## config.mk

```make
export PLATFORM = sky130hd
export DESIGN_NAME = param_sync_fifo
export DESIGN_NICKNAME = d
export VERILOG_FILES = /design/src/rtl/fifo_pkg.sv /design/src/rtl/fifo_mem.sv /design/src/rtl/param_sync_fifo.sv
export SDC_FILE = /design/constraint.sdc
export NUM_CORES = 1
export LEC_CHECK = 0
export CAP_MARGIN = 30
export CORE_MARGIN = 4
export CORE_UTILIZATION = 62
export CTS_BUF_LIST = sky130_fd_sc_hd__clkbuf_4 sky130_fd_sc_hd__clkbuf_8
export CTS_CLUSTER_DIAMETER = 150
export DETAILED_ROUTE_END_ITERATION = 7
export GPL_TIMING_DRIVEN = 0
export PLACE_DENSITY = 0.93
export SKIP_CTS_REPAIR_TIMING = 1
export SLEW_MARGIN = 40
export SYNTH_ARGS = -nofsm -noshare
export SYNTH_HDL_FRONTEND = slang
export SYNTH_SLANG_ARGS = --single-unit
```

## constraint.sdc

```tcl
create_clock -name clk -period 7.2 [get_ports clk]
set_input_delay 0.72 -clock clk [delete_from_list [all_inputs] [get_ports clk]]
set_output_delay 0.72 -clock clk [all_outputs]
set_load 0.01 [all_outputs]
```

## src/rtl/fifo_pkg.sv

```systemverilog
// ----------------------------------------------------------------------------
// fifo_pkg : shared width helpers and read-mode encodings for param_sync_fifo
// Revision : 1.0
// ----------------------------------------------------------------------------
`default_nettype none

package fifo_pkg;

  // Read-mode encodings for the FWFT parameter
  localparam int FWFT_STD         = 0;
  localparam int FWFT_FALLTHROUGH = 1;

  // Memory address width for a given depth
  function automatic int addr_width(input int depth);
    return $clog2(depth);
  endfunction

  // Pointer / count width: one extra bit so full and empty are distinguishable
  function automatic int ptr_width(input int depth);
    return $clog2(depth) + 1;
  endfunction

endpackage

`default_nettype wire

```

## src/rtl/fifo_mem.sv

```systemverilog
// ----------------------------------------------------------------------------
// fifo_mem : DEPTH x DATA_WIDTH register array, synchronous write, async read
// Revision : 1.0
// ----------------------------------------------------------------------------
`default_nettype none

module fifo_mem
  import fifo_pkg::*;
#(
  parameter int DATA_WIDTH = 6,
  parameter int DEPTH      = 8
) (
  input  logic                          clk,
  input  logic                          wr_en,
  input  logic [addr_width(DEPTH)-1:0]  wr_addr,
  input  logic [DATA_WIDTH-1:0]         wr_data,
  input  logic [addr_width(DEPTH)-1:0]  rd_addr,
  output logic [DATA_WIDTH-1:0]         rd_data
);

  logic [DATA_WIDTH-1:0] mem [DEPTH];

  // Storage is deliberately left unreset; pointers alone define validity
  always_ff @(posedge clk) begin
    if (wr_en) begin
      mem[wr_addr] <= wr_data;
    end
  end

  assign rd_data = mem[rd_addr];

endmodule

`default_nettype wire

```

## src/rtl/param_sync_fifo.sv

```systemverilog
// ----------------------------------------------------------------------------
// param_sync_fifo : single-clock FIFO with level flags and sticky error flags
// Revision        : 1.0
// ----------------------------------------------------------------------------
`default_nettype none

module param_sync_fifo
  import fifo_pkg::*;
#(
  parameter int DATA_WIDTH = 6,
  parameter int DEPTH      = 8,
  parameter int AF_LEVEL   = DEPTH - 2,
  parameter int AE_LEVEL   = 2,
  parameter int FWFT       = FWFT_STD
) (
  input  logic                         clk,
  input  logic                         rst_n,
  input  logic                         wr_en,
  input  logic                         rd_en,
  input  logic [DATA_WIDTH-1:0]        data_in,
  input  logic                         clr_err,
  output logic [DATA_WIDTH-1:0]        data_out,
  output logic                         FULL,
  output logic                         EMPTY,
  output logic                         ALMOST_FULL,
  output logic                         ALMOST_EMPTY,
  output logic [ptr_width(DEPTH)-1:0]  count,
  output logic                         overflow,
  output logic                         underflow
);

  localparam int ADDR_W = addr_width(DEPTH);
  localparam int PTR_W  = ptr_width(DEPTH);

  localparam logic [PTR_W-1:0] DEPTH_C = PTR_W'(DEPTH);
  localparam logic [PTR_W-1:0] AF_C    = PTR_W'(AF_LEVEL);
  localparam logic [PTR_W-1:0] AE_C    = PTR_W'(AE_LEVEL);
  localparam logic [PTR_W-1:0] ONE_C   = PTR_W'(1);

  logic [PTR_W-1:0]      wr_ptr;
  logic [PTR_W-1:0]      rd_ptr;
  logic                  wr_ok;
  logic                  rd_ok;
  logic [DATA_WIDTH-1:0] rd_data;

  // Flags come straight from the count register, never from wr_en/rd_en
  assign FULL         = (count == DEPTH_C);
  assign EMPTY        = (count == '0);
  assign ALMOST_FULL  = (count >= AF_C);
  assign ALMOST_EMPTY = (count <= AE_C);

  // A simultaneous read frees the slot a write into a full FIFO needs,
  // but a simultaneous write never makes a read from empty legal.
  assign rd_ok = rd_en && !EMPTY;
  assign wr_ok = wr_en && (!FULL || rd_ok);

  always_ff @(posedge clk or negedge rst_n) begin
    if (!rst_n) begin
      wr_ptr    <= '0;
      rd_ptr    <= '0;
      count     <= '0;
      overflow  <= 1'b0;
      underflow <= 1'b0;
    end else begin
      if (wr_ok) begin
        wr_ptr <= wr_ptr + ONE_C;
      end
      if (rd_ok) begin
        rd_ptr <= rd_ptr + ONE_C;
      end

      case ({wr_ok, rd_ok})
        2'b10:   count <= count + ONE_C;
        2'b01:   count <= count - ONE_C;
        default: count <= count;
      endcase

      // Set takes priority over a coincident clear
      if (wr_en && !wr_ok) begin
        overflow <= 1'b1;
      end else if (clr_err) begin
        overflow <= 1'b0;
      end

      if (rd_en && !rd_ok) begin
        underflow <= 1'b1;
      end else if (clr_err) begin
        underflow <= 1'b0;
      end
    end
  end

  fifo_mem #(
    .DATA_WIDTH (DATA_WIDTH),
    .DEPTH      (DEPTH)
  ) u_mem (
    .clk     (clk),
    .wr_en   (wr_ok),
    .wr_addr (wr_ptr[ADDR_W-1:0]),
    .wr_data (data_in),
    .rd_addr (rd_ptr[ADDR_W-1:0]),
    .rd_data (rd_data)
  );

  generate
    if (FWFT == FWFT_FALLTHROUGH) begin : g_fwft
      // Head entry is visible combinationally; forced to zero while empty
      assign data_out = EMPTY ? '0 : rd_data;
    end else begin : g_std
      logic [DATA_WIDTH-1:0] dout_q;

      always_ff @(posedge clk or negedge rst_n) begin
        if (!rst_n) begin
          dout_q <= '0;
        end else if (rd_ok) begin
          dout_q <= rd_data;
        end
      end

      assign data_out = dout_q;
    end
  endgenerate

endmodule

`default_nettype wire

```

=== After elaboration in Yosys (flattened, before gate mapping) ===
Memory sizes are Yosys's and may differ from the RTL's. A register that Yosys moved wholly into a read port is not among the register bits.
Index checks and enable logic that the tools add are counted.

* Add/sub/neg operators: 4
* $lt $le $gt $ge: 2
* Eq/ne operators: 3
* Mux-type cells: 6
* Reductions and logical operators: 14

{| class="wikitable"
|+ Operators with widths
! cell !! count
|-
| 4-bit by 1-bit adder with 4-bit output, second input constant || 3
|-
| 4-bit case mux with 2 select lines || 1
|-
| 2-bit nonzero test || 3
|-
| 1-bit zero test || 5
|-
| 1-bit two-way mux || 5
|-
| 4-bit equality test, second input constant || 1
|-
| 4-bit by 3-bit greater-or-equal comparator with 1-bit output, second input constant || 1
|-
| 4-bit by 2-bit less-or-equal comparator with 1-bit output, second input constant || 1
|-
| 1-bit logical AND || 4
|-
| 4-bit zero test || 1
|-
| 4-bit by 1-bit subtractor with 4-bit output, second input constant || 1
|-
| 2-bit by 1-bit equality test with 1-bit output, second input constant || 1
|-
| 2-bit equality test, second input constant || 1
|-
| 1-bit logical OR || 1
|}

* Register bits: 14
* RAM bits: 48
* Output and inout bits: 16
* Word-level logic and storage cells: 35
* Memories: 1

{| class="wikitable"
|+ Memory list
! memory !! words !! bits a word !! rd ports !! clocked after Yosys merged registers in !! wr ports !! line !! text
|-
| u_mem.mem || 8 || 6 || 1 || 1 || 1 || fifo_mem.sv:21 || <nowiki>logic [DATA_WIDTH-1:0] mem [DEPTH];</nowiki>
|}

=== Longest topological paths before layout ===
Gate-level depths: netlist of the first run.

* Depth in word-level cells: 8
* Gate-level depth with buffers: 10
* Gate-level depth less buffers: 9

=== Modules after synthesis ===
A second synthesis of the first run with hierarchy kept.

* Cell total of the unflattened synthesis: 156
* Area total of the unflattened synthesis: 2837.7 sq um

{| class="wikitable"
|+ By module, submodules not included
! module !! instances !! cells each !! area an instance (sq um)
|-
| fifo_mem || 1 || 82 || 1901.8
|-
| param_sync_fifo || 1 || 74 || 935.9
|}

=== Least setup slack after synthesis of the first run ===
No wires, ideal clock.

* Path kind: reg2reg
* Start point: reg count[1]
* End point: reg count[3]
* Arrival: 2476 ps
* Required time: 7109 ps
* Path slack: 4633 ps
* Cell stages (with the launch flop): 11
* Buffers on the path: 1
* Cells stage by stage: dfrtp_1 > or3_1 > buf_6 > o21ai_2 > or2_2 > inv_1 > ha_1 > or2_2 > and2_1 > a221o_1 > o221ai_1

* Word-level cells in the longest chain between the ends: 7

{| class="wikitable"
|+ RTL lines
! what !! line !! text
|-
| from (decl) || param_sync_fifo.sv:27 || <nowiki>output logic [ptr_width(DEPTH)-1:0] count,</nowiki>
|-
| from (signal assigned) || param_sync_fifo.sv:73 || <nowiki>2'b10: count <= count + ONE_C;</nowiki>
|-
| from (signal assigned) || param_sync_fifo.sv:74 || <nowiki>2'b01: count <= count - ONE_C;</nowiki>
|-
| from (signal assigned) || param_sync_fifo.sv:75 || <nowiki>default: count <= count;</nowiki>
|-
| 4-bit zero test || param_sync_fifo.sv:48 || <nowiki>assign EMPTY = (count == '0);</nowiki>
|-
| 1-bit zero test || param_sync_fifo.sv:54 || <nowiki>assign rd_ok = rd_en && !EMPTY;</nowiki>
|-
| 1-bit logical AND || param_sync_fifo.sv:54 ||
|-
| 1-bit logical OR || param_sync_fifo.sv:55 || <nowiki>assign wr_ok = wr_en && (!FULL || rd_ok);</nowiki>
|-
| 1-bit logical AND || param_sync_fifo.sv:55 ||
|-
| 2-bit by 1-bit equality test with 1-bit output or 2-bit equality test (tied branches) || param_sync_fifo.sv:72 || <nowiki>case ({wr_ok, rd_ok})</nowiki>
|-
| 4-bit case mux with 2 select lines or 2-bit nonzero test (tied branches) || n/a ||
|}

Parallel ways exist; a longest one is shown, timed or not.
A chain may end at the register's enable or synchronous reset.

=== Final worst setup path of the first run ===
* Start point: in rd_en
* End point: reg count[3]

* Word-level cells in the longest chain between the ends: 5

{| class="wikitable"
|+ RTL lines
! what !! line !! text
|-
| from (decl) || param_sync_fifo.sv:19 || <nowiki>input logic rd_en,</nowiki>
|-
| 1-bit logical AND * || param_sync_fifo.sv:54 ||
|-
| 1-bit logical OR || param_sync_fifo.sv:55 ||
|-
| 1-bit logical AND || param_sync_fifo.sv:55 ||
|-
| 2-bit by 1-bit equality test with 1-bit output or 2-bit equality test (tied branches) || param_sync_fifo.sv:72 ||
|-
| 4-bit case mux with 2 select lines or 2-bit nonzero test (tied branches) || n/a ||
|}

Mark *: on every way between the ends. The rest lies on a longest branch, timed or not.

==> impl_metrics.csv, run 1 <==
group,metric,value,unit
synth,yosys_warnings,0,
routing,vias_per_cell,5.89,
placed_design,dpl_cell_area,3140,um2
status,status,"completed",
clock_tree,cts_buffers,9,
finish,area_delta_synth_final,18.0,%
synth,yosysSeqAreaShare,67.2,%
setup_path,start_kind,"input pin",
synth,synth_compound_area_share,9.02,%
finish,nNetsFinal,235,
synth,synth_top_cell_area_share,51.2,%
sta,setup_viol,0,
hold_path,min_path_type,"in2async",
synth,netlist_area,2820,um2
grt,grt_max_degree,19,
sta,timing.final.crit_share,41.6,%
floorplanning,std_cell_rows,24,
synth,syn_nets,199,
floorplanning,boundaryPins,27,
sta,fin_crit,3.00,ns
sta,finalSetupTns,0,ns
power_and_ir_drop,vdd_ir_drop_max,0.262,mV
routing,wl,5380,um
clock_tree,htree_levels,3,
routing,topRoutingLayerUsed,"met4",
synth,synth_top_family_by_area,"multiplexers",
synth,synthAdderAreaFrac,2.49,%
run,cap_viol_max_count,0,
sta,maxSlewHeadroom,62.3,%
clock_tree,clk_pin_slew_worst_paths,0.07,ns
finish,postLayoutCellArea,3320,um2
routing,postRouteAntennaNets,0,
sta,final-hold-violation-count,0,
routing,drt_iter0_drc,103,
synth,muxShareOfSynthArea,10.8,%
synth,synthXorXnorAreaFrac,2.18,%
setup_path,crit_path_max_fanout,8,
placed_design,hpwl,3570,um
power_and_ir_drop,power.leakage,1.25,nW
synth,synth_area_leaders,"edfxtp_1, dfrtp_1, mux2_2",
routing,firstDrtPassIters,4,
clock_tree,cts.path.max_buffers,2,
synth,synthCells,183,
floorplanning,initial_utilization,64.2,%
synth,synth-seq-cells,66,
floorplanning,dieArea,5690,um2
routing,routed-wl-met2,2790,um
sta,clock_skew,0.0102,ns
finish,fillers,263,
clock_tree,cts_root_buf,"clkbuf_8",
routing,num_vias,1625,
placed_design,io_buffers,25,
finish,n_antenna_cell,0,
clock_tree,clock_latency,0.34,ns
finish,post-route-util,75.8,%
setup_path,required,7.41,ns
setup_path,critPathArrivalTime,3.20,ns
routing,wl_met1,2290,um
grt,grt_pass1_wl,8400,um
sta,rsz0062_at_grt,"no",
grt,overflow,0,
routing,routedWlPerCell,19.5,um
power_and_ir_drop,powerDensity,411,nW/um2
sta,slew_viol_final,0,
setup_path,critPathCaptureType,"register",
finish,multi_input_area,858,um2
clock_tree,tritoncts,"done",
synth,synth_top_cell_by_area,"edfxtp_1",
finish,regArea,1890,um2
finish,drive_above_1_share,20.1,%
synth,synth_cell_type_count,36,
clock_tree,clock-sinks,66,
setup_path,critPathKind,"in2reg",
sta,max_clock_freq,0.334,GHz
grt,grt_util_all_layers,21.2,%
synth,syn_avg_cell_area,15.4,um2
synth,yosys.area_share.simple,5.69,%
grt,grt_pass1_vias,1658,
grt,grt_antenna_before_repair,0,
routing,wl_met3,256,um
routing,drc,0,
floorplanning,dieWidth,75.4,um
floorplanning,die_y,75.4,um
placed_design,routabilityCongestion,0.833,
floorplanning,core-area,4380,um2
sta,tightest_slew,0.564,ns
## cell type report
cell class	count	share of cell area [%]
Clock buffer	12	4.78
Clock inverter	4	0.828
Timing Repair Buffer	25	7.38
Buffer	6	1.62
Tap cell	52	1.96
Sequential cell	66	56.9
Inverter	6	0.678
Multi-Input combinational cell	105	25.8
## state kept, by name, summed over array words and instances, names as in the netlist
name       cells
rd_ptr         3
overflow       1
count          4
u_mem.mem     48
data_out       6
underflow      1
wr_ptr         3
## worst max-delay path: stages
cell and delay, ns:
clkdlybuf4s50_1 0.71, o21ai_2 0.21, or2_2 0.35, inv_1 0.09, ha_1 0.26, or2_2 0.30
and2_1 0.21, a32oi_1 0.21, o221ai_1 0.15
## where the power goes
part           internal (mW)  leakage (nW)  switching [mW]  total [mW]
Clock                  0.147        0.0880           0.135       0.281
Sequential             0.502         0.652          0.0676       0.569
Combinational          0.260         0.510           0.254       0.514
Total                  0.909          1.25           0.456        1.36
## cells in the mapped netlist
cell,number
nand2b_1,3
fa_1,1
o221ai_1,1
a32oi_1,1
mux2i_1,13
mux2_4,1
a22o_1,2
xnor2_1,4
inv_1,6
mux2_2,13
o31a_4,1
clkbuf_2,1
buf_4,2
o22ai_1,6
edfxtp_1,48
o22ai_2,1
o21ai_0,6
or3_1,1
nor2b_1,2
ha_1,4
a21oi_1,1
mux2_1,1
dfrtp_1,18
or2_2,2
a211oi_1,1
nor2_1,10
o21ai_2,1
nor3_1,2
buf_6,3
xor2_1,3
a31oi_4,1
a211o_1,1
a221o_1,7
nand2_1,13
or2b_1,1
and2_1,1
## cell families after synthesis
kind of cell / count (synthesis)
xor gates and xnor gates: 7
AOI/OAI and AO/OA: 30
muxes: 28
DFF: 66
and+or+nand+nor: 35
buffers and inverters: 12
adders and majority gates: 5
## layout by cell type (no fill, tap or decap), drive strengths merged, types with 4 or more instances in the layout
cell            n
edfxtp         48
clkdlybuf4s50  24
dfrtp          18
mux2           15
nand2          13
mux2i          13
clkbuf         13
nor2           10
a221o           7
o22ai           7
o21ai           7
inv             6
buf             6
xnor2           4
ha              4
## final timing paths
kind                              from          end  slack, ns  cells past startpoint
max                              rd_en     count[3]       4.20                      9
min                              rst_n     count[3]       0.31                      1
max reg2reg                   count[1]     count[3]       4.33                     10
min reg2reg                data_out[4]  data_out[4]       0.49                      2
max in group asynchronous        rst_n    wr_ptr[0]       6.60                      1
min in group clk           data_out[4]  data_out[4]       0.49                      2
## layer usage
layer | GRT usage, % | up-vias
met5 | 0 | -
met4 | 11.1 | 0
met3 | 5.01 | 6
met2 | 34.0 | 44
met1 | 26.9 | 810
li1 | - | 765
## through the flow
stage / setup WS (ns) / cells / total power [mW] / hold slack, ns
2_1_floorplan: 4.63 / 183 / 0.894 / 0.424
3_3_place_gp: 4.00 / 260 / 1.05 / 0.465
3_5_place_dp: 3.95 / 260 / 1.08 / 0.474
4_1_cts: 4.23 / 276 / 1.37 / 0.494
5_1_grt: 4.15 / 276 / 1.44 / 0.336
6_report: 4.20 / 276 / 1.36 / 0.306
Power figures use the tool's default switching activity.
==> run 2: changes to the inputs <==
Settings changed: CORE_UTILIZATION 62 to 59, PLACE_DENSITY 0.93 to 0.9.
Clock period 7.2 ns to 3.1 ns, I/O delays scaled along.
==> run 2 against run 1 <==
- sequential power up 130%
- worst hold slack better by 0.11 ns
- highest routed layer unchanged
- via count up 2.6%
- largest power group unchanged
- combinational power up 130%
- routed wire length up 1.5%
==> impl_metrics.csv, run 2 (synthesis results as in run 1) <==
group,metric,value,unit
power_and_ir_drop,powerDensity,984,nW/um2
grt,grt_pass1_wl,9000,um
finish,nNetsFinal,236,
clock_tree,clock-sinks,66,
floorplanning,core-area,4470,um2
sta,clock_skew,0.0142,ns
setup_path,critPathCaptureType,"register",
clock_tree,cts.path.max_buffers,2,
floorplanning,std_cell_rows,24,
grt,grt_util_all_layers,20.9,%
setup_path,r2r_cells,10,
floorplanning,die_y,77.1,um
floorplanning,initial_utilization,62.9,%
finish,top_register,"u_mem.mem",
placed_design,io_buffers,25,
finish,final_cell_mix,"edfxtp_1, clkdlybuf4s50_1, dfrtp_1",
clock_tree,cts_buffers,9,
setup_path,cp_common_cell,"or2_2",
sta,slew_viol_final,0,
power_and_ir_drop,swShare,32.4,%
clock_tree,htree_levels,3,
routing,firstDrtPassIters,4,
clock_tree,tritoncts,"done",
sta,fin_crit,2.79,ns
setup_path,start_kind,"register",
sta,max_clock_freq,0.358,GHz
setup_path,worst-path-stages,10,
setup_path,worstPathCellList,"or3_1 > buf_6 > o21ai_2 > or2_2 > inv_1 > ha_1 > or2_2 > and2_1 > a221o_1 > o221ai_1",
floorplanning,dieWidth,77.1,um
hold_path,min_path_type,"in2async",
power_and_ir_drop,pwr-share-clk,24.5,%
grt,grt_pass1_vias,1735,
status,status,"completed",
floorplanning,boundaryPins,27,
sta,fin_ws,0.309,ns
routing,drc,0,
finish,area_delta_synth_final,19.7,%
sta,tightest_slew,0.647,ns
setup_path,critical_path.max_stage_delay,0.43,ns
setup_path,critPathKind,"reg2reg",
floorplanning,dieArea,5940,um2
routing,num_vias,1667,
grt,grt_max_degree,19,
power_and_ir_drop,p_switching,1.07,mW
sta,timing.final.crit_share,90.0,%
routing,drt_iter0_drc,148,
clock_tree,clk_pin_slew_worst_paths,0.08,ns
finish,largest_reg_flops,48,
sta,whs,0.418,ns
clock_tree,clock_latency,0.35,ns
finish,drive_above_1_share,20.0,%
routing,postRouteAntennaNets,0,
placed_design,place_ws,0.284,ns
finish,layout_commonest_cell,"edfxtp_1",
routing,routedWlPerCell,19.7,um
run,cap_viol_max_count,0,
sta,setup_viol,0,
placed_design,routabilityCongestion,0.742,
sta,maxSlewHeadroom,56.6,%
grt,overflow,0,
power_and_ir_drop,total_power,3.32,mW
setup_path,cp_top_family,"simple AND/OR/NAND/NOR gates",
routing,vias_per_cell,6.02,
sta,rsz0062_at_grt,"no",
grt,grt_antenna_before_repair,0,
power_and_ir_drop,internal_power,2.24,mW
routing,wl,5460,um
placed_design,hpwl,3470,um
setup_path,crit_buf_inv,2,
power_and_ir_drop,vdd_ir_drop_max,0.503,mV
sta,final-hold-violation-count,0,
clock_tree,cts_root_buf,"clkbuf_8",
sta,finalSetupTns,0,ns
finish,fillers,262,
power_and_ir_drop,power_frac_seq,39.7,%
setup_path,required,3.34,ns
setup_path,critPathArrivalTime,3.03,ns
finish,post-route-util,75.4,%
setup_path,slowest_stage,"dfrtp_1",
power_and_ir_drop,comb_power_share,35.7,%
finish,n_antenna_cell,0,
power_and_ir_drop,power.leakage,1.28,nW
setup_path,crit_path_max_fanout,8,
[run 2: cell count changes in the layout (fill, tap and decap cells not counted)]
cell / previous run / this run
bufinv_16: 0 / 2
clkbuf_4: 1 / 0
clkbuf_8: 11 / 10
clkinv_2: 1 / 2
clkinv_4: 0 / 1
clkinvlp_4: 3 / 0
dlygate4sd3_1: 0 / 1
inv_6: 0 / 1
[run 2: power by group through the flow]
stage | combinational [mW] | clock (mW) | sequential, mW
floorplan | 0.750 | 0 | 1.33
global placement | 1.13 | 0 | 1.32
detailed placement | 1.17 | 0 | 1.33
CTS | 1.20 | 0.819 | 1.32
global route | 1.30 | 0.877 | 1.35
finish | 1.18 | 0.814 | 1.32
[run 2: path summary, 6_finish.rpt]
path | startpoint | slack, ns | end
max in group asynchronous | rst_n | 2.38 | data_out[1]
max reg2reg | count[1] | 0.31 | count[3]
min | rst_n | 0.42 | data_out[0]
min reg2reg | data_out[1] | 0.48 | data_out[1]
min in group clk | wr_en | 0.46 | count[3]
max | count[1] | 0.31 | count[3]
[run 2: layout make-up]
cell class / instances / area (um2) / area share [%]
Multi-Input combinational cell: 105 / 858 / 25.5
Clock buffer: 10 / 138 / 4.08
Timing Repair Buffer: 26 / 255 / 7.57
Clock inverter: 6 / 87.6 / 2.60
Buffer: 6 / 53.8 / 1.60
Sequential cell: 66 / 1890 / 56.1
Inverter: 6 / 22.5 / 0.668
Tap cell: 52 / 65.1 / 1.93
[run 2: per-layer routing]
layer | track usage [%] | vias to the layer above | share of wire [%]
met3 | 6.44 | 11 | 5.2
met1 | 25.2 | 838 | 42
li1 | - | 769 | -
met5 | 0 | - | 0
met2 | 33.5 | 49 | 50
met4 | 11.2 | 0 | 2.6
[run 2: worst register-to-register path: stages, from the launching register on]
cell and delay (ns):
dfrtp_1 0.43, or3_1 0.40, buf_6 0.15, o21ai_2 0.27, or2_2 0.20, inv_1 0.06, ha_1 0.30, or2_2 0.29
and2_1 0.18, a221o_1 0.34, o221ai_1 0.09
[run 2: stage by stage]
| stage | instance area, um2 | cells |
|---|---|---|
| 2_1_floorplan | 2820 | 183 |
| 3_3_place_gp | 3130 | 260 |
| 3_5_place_dp | 3140 | 260 |
| 4_1_cts | 3370 | 276 |
| 5_1_grt | 3370 | 277 |
| 6_report | 3370 | 277 |
==> run 3: changes to the inputs <==
Settings changed: CTS_CLUSTER_DIAMETER 150 to default.
==> results of run 3 <==
No change in the layout: final DEF, timing and power equal those of run 2.
